**config.mk**
```make
export PLATFORM = sky130hd
export DESIGN_NAME = countdown_timer
export DESIGN_NICKNAME = d
export VERILOG_FILES = /design/src/rtl/countdown_pkg.sv /design/src/rtl/countdown_core.sv /design/src/rtl/countdown_timer.sv
export SDC_FILE = /design/constraint.sdc
export NUM_CORES = 1
export LEC_CHECK = 0
export ABC_AREA = 1
export CORE_AREA = 8 8 45 47
export CTS_CLUSTER_DIAMETER = 30
export DETAILED_ROUTE_END_ITERATION = 16
export DIE_AREA = 0 0 53 55
export GPL_ROUTABILITY_DRIVEN = 0
export PLACE_DENSITY_LB_ADDON = 0.12
export SKIP_LAST_GASP = 1
export SLEW_MARGIN = 20
export SYNTH_ARGS = -nofsm -noshare
export SYNTH_HDL_FRONTEND = slang
export SYNTH_SLANG_ARGS = --single-unit
```
**constraint.sdc**
```tcl
create_clock -name clk -period 1.28 [get_ports clk]
set_input_delay 0.128 -clock clk [delete_from_list [all_inputs] [get_ports clk]]
set_output_delay 0.128 -clock clk [all_outputs]
set_load 0.02 [all_outputs]
```
**src/rtl/countdown_pkg.sv**
```systemverilog
`default_nettype none
// ============================================================================
// Module   : countdown_pkg
// Brief    : Shared state encoding and default width for countdown_timer.
//            Optional build macro: COUNTDOWN_AUTO_RELOAD_EN (used by the top).
// Revision : 1.0 - initial release
// ============================================================================
package countdown_pkg;

  localparam int DEFAULT_WIDTH = 4;

  typedef enum logic [1:0] {
    IDLE = 2'd0,
    RUN  = 2'd1,
    DONE = 2'd2
  } state_t;

endpackage
`default_nettype wire

```
**src/rtl/countdown_core.sv**
```systemverilog
`default_nettype none
// ============================================================================
// Module   : countdown_core
// Brief    : Count register with load/decrement/hold muxing and q==1 detect.
// Revision : 1.0 - initial release
// ============================================================================
module countdown_core import countdown_pkg::*; #(
  parameter int WIDTH = DEFAULT_WIDTH
) (
  input  logic             clk,
  input  logic             rst,
  input  logic             i_load,
  input  logic             i_dec,
  input  logic [WIDTH-1:0] i_load_val,
  output logic [WIDTH-1:0] o_q,
  output logic             o_q_is_one
);

  localparam logic [WIDTH-1:0] c_one  = {{(WIDTH-1){1'b0}}, 1'b1};
  localparam logic [WIDTH-1:0] c_zero = '0;

  logic [WIDTH-1:0] r_q;

  // Load wins over decrement; the decrement is suppressed at zero so q never wraps.
  always_ff @(posedge clk or negedge rst) begin
    if (!rst) begin
      r_q <= c_zero;
    end else if (i_load) begin
      r_q <= i_load_val;
    end else if (i_dec && (r_q != c_zero)) begin
      r_q <= r_q - c_one;
    end
  end

  assign o_q        = r_q;
  assign o_q_is_one = (r_q == c_one);

endmodule
`default_nettype wire

```
**src/rtl/countdown_timer.sv**
```systemverilog
`default_nettype none
// ============================================================================
// Module   : countdown_timer
// Brief    : Loadable down counter with one-cycle terminal-count pulse.
//            Define COUNTDOWN_AUTO_RELOAD_EN for periodic auto-reload mode.
// Revision : 1.0 - initial release
// ============================================================================
module countdown_timer import countdown_pkg::*; #(
  parameter int WIDTH = DEFAULT_WIDTH
) (
  input  logic             clk,
  input  logic             rst,
  input  logic             start,
  input  logic [WIDTH-1:0] load_val,
  input  logic             en,
  input  logic             abort,
  output logic [WIDTH-1:0] q,
  output logic             busy,
  output logic             tc
);

  state_t           r_state;
  logic             r_busy;
  logic             r_tc;
  logic             w_load;
  logic             w_dec;
  logic             w_q_is_one;
  logic             w_lv_nonzero;
  logic [WIDTH-1:0] w_q;

  assign w_lv_nonzero = (load_val != '0);

  always_comb begin
    w_load = 1'b0;
    w_dec  = 1'b0;
    case (r_state)
      RUN: begin
        if (abort) begin
          w_load = 1'b0;
        end else if (start) begin
          w_load = 1'b1;
        end else if (en) begin
`ifdef COUNTDOWN_AUTO_RELOAD_EN
          if (w_q_is_one && w_lv_nonzero) begin
            w_load = 1'b1;
          end else begin
            w_dec = 1'b1;
          end
`else
          w_dec = 1'b1;
`endif
        end
      end
      default: w_load = start;
    endcase
  end

  countdown_core #(
    .WIDTH (WIDTH)
  ) u_core (
    .clk        (clk),
    .rst        (rst),
    .i_load     (w_load),
    .i_dec      (w_dec),
    .i_load_val (load_val),
    .o_q        (w_q),
    .o_q_is_one (w_q_is_one)
  );

  always_ff @(posedge clk or negedge rst) begin
    if (!rst) begin
      r_state <= IDLE;
      r_busy  <= 1'b0;
      r_tc    <= 1'b0;
    end else begin
      case (r_state)
        RUN: begin
          if (abort) begin
            r_state <= IDLE;
            r_busy  <= 1'b0;
            r_tc    <= 1'b0;
          end else if (start) begin
            r_state <= w_lv_nonzero ? RUN : DONE;
            r_busy  <= w_lv_nonzero;
            r_tc    <= !w_lv_nonzero;
          end else if (en && w_q_is_one) begin
`ifdef COUNTDOWN_AUTO_RELOAD_EN
            // Reload keeps running and pulses tc; a zero preset ends normally.
            r_state <= w_lv_nonzero ? RUN : DONE;
            r_busy  <= w_lv_nonzero;
            r_tc    <= 1'b1;
`else
            r_state <= DONE;
            r_busy  <= 1'b0;
            r_tc    <= 1'b1;
`endif
          end else begin
            r_state <= RUN;
            r_busy  <= 1'b1;
            r_tc    <= 1'b0;
          end
        end
        default: begin
          // IDLE and DONE both accept a new start; abort has no effect here.
          if (start) begin
            r_state <= w_lv_nonzero ? RUN : DONE;
            r_busy  <= w_lv_nonzero;
            r_tc    <= !w_lv_nonzero;
          end else begin
            r_state <= IDLE;
            r_busy  <= 1'b0;
            r_tc    <= 1'b0;
          end
        end
      endcase
    end
  end

  assign q    = w_q;
  assign busy = r_busy;
  assign tc   = r_tc;

endmodule
`default_nettype wire

```
==> results of run 1 <==
[area by class of cell]
| type | count | area, sq um | share of cell area |
|---|---|---|---|
| Sequential cell | 6 | 150 | 0.219 |
| Multi-Input combinational cell | 50 | 299 | 0.435 |
| Timing Repair Buffer | 16 | 148 | 0.215 |
| Tap cell | 16 | 20.0 | 0.0291 |
| Clock buffer | 3 | 22.5 | 0.0328 |
| Inverter | 12 | 47.5 | 0.0692 |
[power by group]
group	leakage, uW	switching, uW	total [uW]	internal [uW]
clock network	0.0000138	68.2	174	106
registers	0.0000748	46.9	286	239
logic	0.000286	305	523	218
total	0.000375	420	983	563
[state kept, by name, summed over array words and instances (netlist names)]
signal,cells
u_core.o_q,4
busy,1
r_state,1
[kinds of logic after synthesis]
family / count (synthesis) / share of synthesized area
AO/OA/AOI/OAI: 2 / 0.0277
XOR/XNOR: 1 / 0.0176
adder cells (fa/ha/maj): 3 / 0.0756
buffers and inverters: 12 / 0.0957
flip-flops: 6 / 0.302
AND/OR/NAND/NOR: 44 / 0.481
[through the flow]
step	worst slack [ns]	total power, uW
final	0.0937	983
after global routing	0.00163	1070
after CTS	0.0712	997
after detailed placement	0.00774	848
after global placement	0.00404	850
after floorplan	0.0119	627
[synthesized netlist by cell type, drive strengths merged]
library cell,count,share of area
nand2,23,0.21
inv,12,0.096
nand3,12,0.15
dfrtp,6,0.30
nor2,6,0.076
ha,3,0.076
nand4,2,0.025
a31o,1,0.018
nand3b,1,0.015
o21ai,1,0.010
xor2,1,0.018
[layout by cell type, fill, tap and decap left out, types with 2 or more instances in the layout]
master            n
inv_2             2
nand3_2           3
nand3_1           9
nand2_2           5
dfrtp_1           6
clkbuf_4          3
buf_4             2
nand4_1           2
nor2_1            2
clkdlybuf4s50_1   8
ha_1              3
nor2_2            3
nand2_1          17
dlygate4sd2_1     6
inv_1             9
[path summary, 6_finish.rpt]
kind                               startpoint            end  slack (ns)  cells after the start
min in group clk                  load_val[3]  u_core.o_q[3]        0.50                      3
worst max register to register  u_core.o_q[0]  u_core.o_q[0]        0.09                      7
worst min register to register  u_core.o_q[1]  u_core.o_q[1]        0.58                      2
worst max-delay path            u_core.o_q[0]  u_core.o_q[0]        0.09                      7
worst min-delay path                      rst  u_core.o_q[1]        0.12                      1
max in group asynchronous                 rst     r_state[1]        0.93                      1
[per-layer routing]
metal,part of all wire,track usage,vias to the layer above
li1,-,-,252
met1,0.47,0.109,204
met2,0.48,0.139,10
met3,0.046,0.0294,2
met4,0.0092,0.0647,0
met5,0,0,-
[worst max-delay path, cell delays in order (launching register included)]
cell,delay [ns]
dfrtp_1,0.38
inv_1,0.15
ha_1,0.18
nand2_2,0.06
nand3_2,0.12
nand2_2,0.06
nand2_1,0.06
nand2_1,0.05
[what timing repair did]
item | in CTS | in global routing
resized for setup | 6 | 1
setup endpoints to repair | 6 | 3
gates cloned | 0 | 0
==> impl_metrics.json, run 1 <==
{
  "outcome": "finished clean",
  "drt_iter0_markers": 2,
  "routed_wl_um": 1190,
  "critical_path_class": "reg -> reg",
  "clock_sinks": 6,
  "hold_buffers": 0,
  "min_path_type": "in -> async",
  "cts_tree": "yes",
  "grt_pass1_wl_um": 1950,
  "final_cells": 103,
  "fin_setup_tns_ns": 0,
  "setup_viol": 0,
  "syn2layout_area_growth_pct": 38.3,
  "drive_gt1_frac": 0.241,
  "dieHeight_um": 55,
  "fin_hold_ws_ns": 0.125,
  "route.detailed.drc": 0,
  "placed_area_sq_um": 672,
  "worstPathMaxFanout": 5,
  "clkTransAtPathRegs_ns": 0.05,
  "ys_warn_count": 0,
  "fmaxAchievable_mhz": 843,
  "required_ns": 1.41,
  "netlist_instances": 68,
  "grt_overflow": 0,
  "dp_cells": 100,
  "finalCritPeriodShare": 0.927,
  "clkLatencyLatePin_ns": 0.25,
  "vdd.ir_drop.worst_mv": 0.626,
  "rsz0062_at_grt": "false",
  "design_area_sq_um": 687,
  "period_needed_ns": 1.19,
  "clockRootBuffer": "clkbuf_4",
  "via_per_inst": 4.54,
  "cp_data_arrival_time_ns": 1.32,
  "end_kind": "register",
  "dieWidth_um": 53,
  "cts_inserted_buffers": 3,
  "leakagePower_uw": 0.000375,
  "nFillCells": 147,
  "wl_per_cell_um": 11.6,
  "antennaDiodeCount": 0,
  "powerDensity_nw_per_um2": 1430,
  "final_hold_viol_count": 0,
  "report.final.slew_viol_count": 0,
  "cts_setup_buffers": 0,
  "clock_skew_ns": 0.00458,
  "start_kind": "register",
  "die-area_sq_um": 2920,
  "initial_utilization": 0.359,
  "coreArea_sq_um": 1380,
  "slew_headroom": 0.813,
  "finish.utilization": 0.496,
  "vias": 468,
  "io_buffers": 14,
  "syn-num-nets": 80,
  "nets": 101,
  "ys_types": 18,
  "worst_pin_slew_ns": 0.280,
  "dp_hpwl_um": 1000,
  "drtAntennaViolNets": 0,
  "grt_start_max_net_pins": 7,
  "yosys_register_bits": 6,
  "synth_seq_area_share": 0.302,
  "first_pass_iters": 2,
  "htree_num_levels": 1,
  "avgSynthCellArea_sq_um": 7.30,
  "antenna_found_initial": 0,
  "maxCapViolations": 0,
  "grtUsageTotal": 0.0923,
  "std_cell_rows": 14,
  "clockBufferDepth": 2,
  "netlist_area_sq_um": 497,
  "num_io_pins": 15,
  "grt_pass1_vias": 458
}
No activity file was read; power rests on OpenSTA's default activity.
==> inputs of run 2 (changes only) <==
--- a/config.mk
+++ b/config.mk
@@ -6,6 +6,7 @@
 export NUM_CORES = 1
 export LEC_CHECK = 0
 export ABC_AREA = 1
+export ABC_CLOCK_PERIOD_IN_PS = 1280
 export CORE_AREA = 8 8 45 47
 export CTS_CLUSTER_DIAMETER = 30
 export DETAILED_ROUTE_END_ITERATION = 16
@@ -17,3 +18,4 @@
 export SYNTH_ARGS = -nofsm -noshare
 export SYNTH_HDL_FRONTEND = slang
 export SYNTH_SLANG_ARGS = --single-unit
+export TNS_END_PERCENT = 5
==> impl_metrics.json, run 2 (synthesized netlist as in run 1, its figures left out) <==
{
  "final_common_cell": "nand2_1",
  "period_needed_ns": 1.37,
  "critPathSlowestCell": "clkdlybuf4s50_1",
  "dieHeight_um": 55,
  "dp_hpwl_um": 1000,
  "reg2reg_slack_ns": 0.07,
  "clockBufferDepth": 2,
  "final_cells": 103,
  "outcome": "finished, violations left",
  "dieWidth_um": 53,
  "cts_tree": "yes",
  "fin_hold_ws_ns": 0.125,
  "design_area_sq_um": 696,
  "r2r-start": "u_core.o_q[1]",
  "via_per_inst": 4.54,
  "clock_skew_ns": 0.00458,
  "antennaDiodeCount": 0,
  "grt_start_max_net_pins": 7,
  "violations": "negative setup slack",
  "maxCapViolations": 0,
  "num_io_pins": 15,
  "finalCritPeriodShare": 1.07,
  "die-area_sq_um": 2920,
  "final_cell_mix": "nand2_1, clkdlybuf4s50_1, inv_1",
  "fmaxAchievable_mhz": 731,
  "clkLatencyLatePin_ns": 0.25,
  "antenna_found_initial": 0,
  "cp_data_arrival_time_ns": 1.24,
  "clock_sinks": 6,
  "dp_slack_ns": 0.00774,
  "syn2layout_area_growth_pct": 40.1,
  "min_path_type": "in -> async",
  "placed_area_sq_um": 672,
  "wl_per_cell_um": 11.6,
  "rsz0062_at_grt": "true",
  "clockRootBuffer": "clkbuf_4",
  "finish.utilization": 0.503,
  "grt_pass1_vias": 458,
  "slowest_delay_ns": 0.62,
  "crit_family": "buffers and inverters",
  "required_ns": 1.15,
  "cts_setup_buffers": 0,
  "drt_iter0_markers": 2,
  "grt_pass1_wl_um": 1950,
  "grtUsageTotal": 0.0923,
  "grt_overflow": 0,
  "largest_reg_flops": 4,
  "std_cell_rows": 14,
  "coreArea_sq_um": 1380,
  "routed_wl_um": 1190,
  "cts_inserted_buffers": 3,
  "report.final.slew_viol_count": 0,
  "final_hold_viol_count": 0,
  "io_buffers": 14,
  "worstPathMaxFanout": 3,
  "r2r-end": "u_core.o_q[0]",
  "vias": 468,
  "first_pass_iters": 2,
  "crit_chain": "clkdlybuf4s50_1",
  "htree_num_levels": 1,
  "powerDensity_nw_per_um2": 1450,
  "start_kind": "register",
  "r2r_cells": 7,
  "critical_path_class": "reg -> out",
  "slew_headroom": 0.813,
  "hold_buffers": 0,
  "crit_buf_inv": 1,
  "worst_slack_ns": -0.0871,
  "leakagePower_uw": 0.000374,
  "vdd.ir_drop.worst_mv": 0.650,
  "clkTransAtPathRegs_ns": 0.05,
  "end_kind": "output port",
  "drtAntennaViolNets": 0,
  "worst_pin_slew_ns": 0.280,
  "drive_gt1_frac": 0.230,
  "setup_viol": 4,
  "dp_cells": 100,
  "nets": 101,
  "initial_utilization": 0.359,
  "route.detailed.drc": 0
}
-- run 2: changes by cell type in the layout (fill, tap and decap cells not counted), sizes merged --
cell           before  now
dlygate4sd2         6    1
clkdlybuf4s50       8   12
dlymetal6s2s        0    1
-- run 2: repair_timing --
item,in CTS,in global routing
cloned,0,0
resized for setup,1,1
endpoints found under the setup margin,6,8
-- run 2: metal layers --
metal | share of wire | vias to the layer above | wire length (um) | global-route usage
met2 | 0.48 | 10 | 569 | 0.139
met5 | 0 | - | 0 | 0
met4 | 0.0092 | 0 | 11 | 0.0647
li1 | - | 252 | - | -
met1 | 0.47 | 204 | 556 | 0.109
met3 | 0.046 | 2 | 55 | 0.0294
-- run 2: final cells by class --
cell class	count	area, sq um
Tap cell	16	20.0
Inverter	12	47.5
Fill cell	142	688
Clock buffer	3	22.5
Multi-Input combinational cell	50	299
Timing Repair Buffer	16	156
Sequential cell	6	150
-- run 2: worst max path at each step --
stage / to / cells past startpoint / slack (ns) / startpoint
5_1_grt: q[3] / 1 / -0.13 / u_core.o_q[3]
2_1_floorplan: u_core.o_q[2] / 6 / 0.01 / u_core.o_q[0]
3_3_place_gp: u_core.o_q[1] / 8 / 0.004 / abort
6_report: q[3] / 1 / -0.09 / u_core.o_q[3]
4_1_cts: q[3] / 1 / -0.10 / u_core.o_q[3]
3_5_place_dp: u_core.o_q[0] / 8 / 0.008 / abort
-- run 2: metrics by stage --
stage	power (uW)	TNS (ns)
floorplan	627	0
global placement	850	0
detailed placement	848	0
CTS	1030	-0.454
global route	1090	-0.453
finish	1010	-0.281
-- run 2: power breakdown --
part,leakage (uW),internal (uW),switching (uW)
Sequential,0.0000748,239,45.4
Combinational,0.000285,243,305
Clock,0.0000138,106,68.2
==> inputs of run 3 (changes only) <==
--- a/config.mk
+++ b/config.mk
@@ -13,6 +13,7 @@
 export DIE_AREA = 0 0 53 55
 export GPL_ROUTABILITY_DRIVEN = 0
 export PLACE_DENSITY_LB_ADDON = 0.12
+export SETUP_SLACK_MARGIN = 0.2
 export SKIP_LAST_GASP = 1
 export SLEW_MARGIN = 20
 export SYNTH_ARGS = -nofsm -noshare
==> impl_metrics.json, run 3 (synthesized netlist as in run 1, its figures left out) <==
{
  "io_buffers": 14,
  "worstPathMaxFanout": 5,
  "crit_buf_inv": 1,
  "first_pass_iters": 2,
  "met3_usage": 0.0401,
  "num_io_pins": 15,
  "crit_family": "flip-flops",
  "slew_headroom": 0.794,
  "largest_reg_flops": 4,
  "nets": 105,
  "grt_overflow": 0,
  "crit_path_frequent_cell": "nand2_1",
  "clockRootBuffer": "clkbuf_4",
  "final_common_cell": "nand2_1",
  "dieHeight_um": 55,
  "initial_utilization": 0.359,
  "end_kind": "register",
  "dp_hpwl_um": 1070,
  "dieWidth_um": 53,
  "busiest_layer": "met2",
  "worst_pin_slew_ns": 0.307,
  "r2r-start": "u_core.o_q[0]",
  "antenna_found_initial": 0,
  "leakagePower_uw": 0.000396,
  "syn2layout_area_growth_pct": 61.2,
  "powerDensity_nw_per_um2": 1500,
  "design_area_sq_um": 801,
  "crit_chain": "inv_4 > ha_4 > nand2_4 > nand3_4 > nand2_2 > nand2_1 > nand2_1",
  "critPathSlowestCell": "dfrtp_2",
  "rsz0062_at_grt": "true",
  "setup_viol": 0,
  "route.detailed.drc": 0,
  "outcome": "finished clean",
  "min_path_type": "in -> async",
  "maxCapViolations": 0,
  "placed_area_sq_um": 728,
  "fmaxAchievable_mhz": 898,
  "drtAntennaViolNets": 0,
  "clock_sinks": 6,
  "final_cell_mix": "nand2_1, inv_1, clkdlybuf4s50_1",
  "final_hold_viol_count": 0,
  "grtUsageTotal": 0.108,
  "std_cell_rows": 14,
  "p_total_uw": 1200,
  "slowest_delay_ns": 0.44,
  "period_needed_ns": 1.11,
  "clkTransAtPathRegs_ns": 0.06,
  "clock_skew_ns": 0.00574,
  "grt_pass1_wl_um": 2330,
  "critical_path_class": "reg -> reg",
  "cp_data_arrival_time_ns": 1.26,
  "use_met2": 0.170,
  "drive_gt1_frac": 0.402,
  "clkLatencyLatePin_ns": 0.26,
  "wl_per_cell_um": 12.0,
  "grt_start_max_net_pins": 7,
  "drt_iter0_markers": 2,
  "fin_setup_tns_ns": 0,
  "finalCritPeriodShare": 0.870,
  "antennaDiodeCount": 0,
  "htree_num_levels": 1,
  "nFillCells": 142,
  "cts_tree": "yes",
  "die-area_sq_um": 2920,
  "vdd.ir_drop.worst_mv": 1.00,
  "routed_wl_um": 1300,
  "hold_buffers": 0,
  "met1_usage": 0.129,
  "clockBufferDepth": 2,
  "critPathLaunch": "u_core.o_q[0]",
  "start_kind": "register",
  "report.final.slew_viol_count": 0,
  "via_per_inst": 4.70,
  "vias": 508,
  "cts_inserted_buffers": 3,
  "coreArea_sq_um": 1380,
  "required_ns": 1.43,
  "grt_pass1_vias": 545
}
## run 3: cell count changes in the layout (fill, tap and decap cells not counted), sizes merged
cell / delta
dlymetal6s2s: -1
dlygate4sd2: -1
clkbuf: +1
clkdlybuf4s50: -4
clkdlybuf4s15: +6
buf: +4
## run 3: area by class of cell
class	count	area, sq um	share of cell area
Multi-Input combinational cell	50	352	0.439
Clock buffer	4	26.3	0.0328
Inverter	12	55.1	0.0687
Sequential cell	6	155	0.194
Tap cell	16	20.0	0.0250
Timing Repair Buffer	20	193	0.241
## run 3: timing repair
item                                    in CTS  in global routing
resized for setup                           17                  2
endpoints found under the setup margin      10                 12
buffers inserted                             2                  2
## run 3: worst paths after layout
| path | endpoint | slack [ns] | depth (start not counted) |
|---|---|---|---|
| setup / recovery | u_core.o_q[1] | 0.17 | 7 |
| min in group clk | u_core.o_q[3] | 0.51 | 3 |
| max in group asynchronous | r_state[1] | 0.90 | 1 |
| hold / removal | u_core.o_q[1] | 0.12 | 1 |
| hold reg to reg | u_core.o_q[1] | 0.57 | 2 |
| setup reg to reg | u_core.o_q[1] | 0.17 | 7 |
## run 3: power breakdown
part | switching (uW) | internal (uW)
registers | 69.5 | 246
logic | 355 | 321
clock network | 87.7 | 119
total | 512 | 686
## run 3: metal layers
layer | routed length, um | share of wire
met5 | 0 | 0
met3 | 55 | 0.042
met2 | 618 | 0.48
met1 | 609 | 0.47
met4 | 17 | 0.013
## run 3: metrics by stage
step	utilization	hold slack, ns	setup WS [ns]	std cells
floorplan	-	-0.168	0.185	68
global placement	0.526	0.412	-0.0198	100
detailed placement	0.526	0.412	-0.0527	100
CTS	0.563	0.129	0.162	106
global route	0.579	0.142	0.0934	108
finish	0.579	0.123	0.166	108
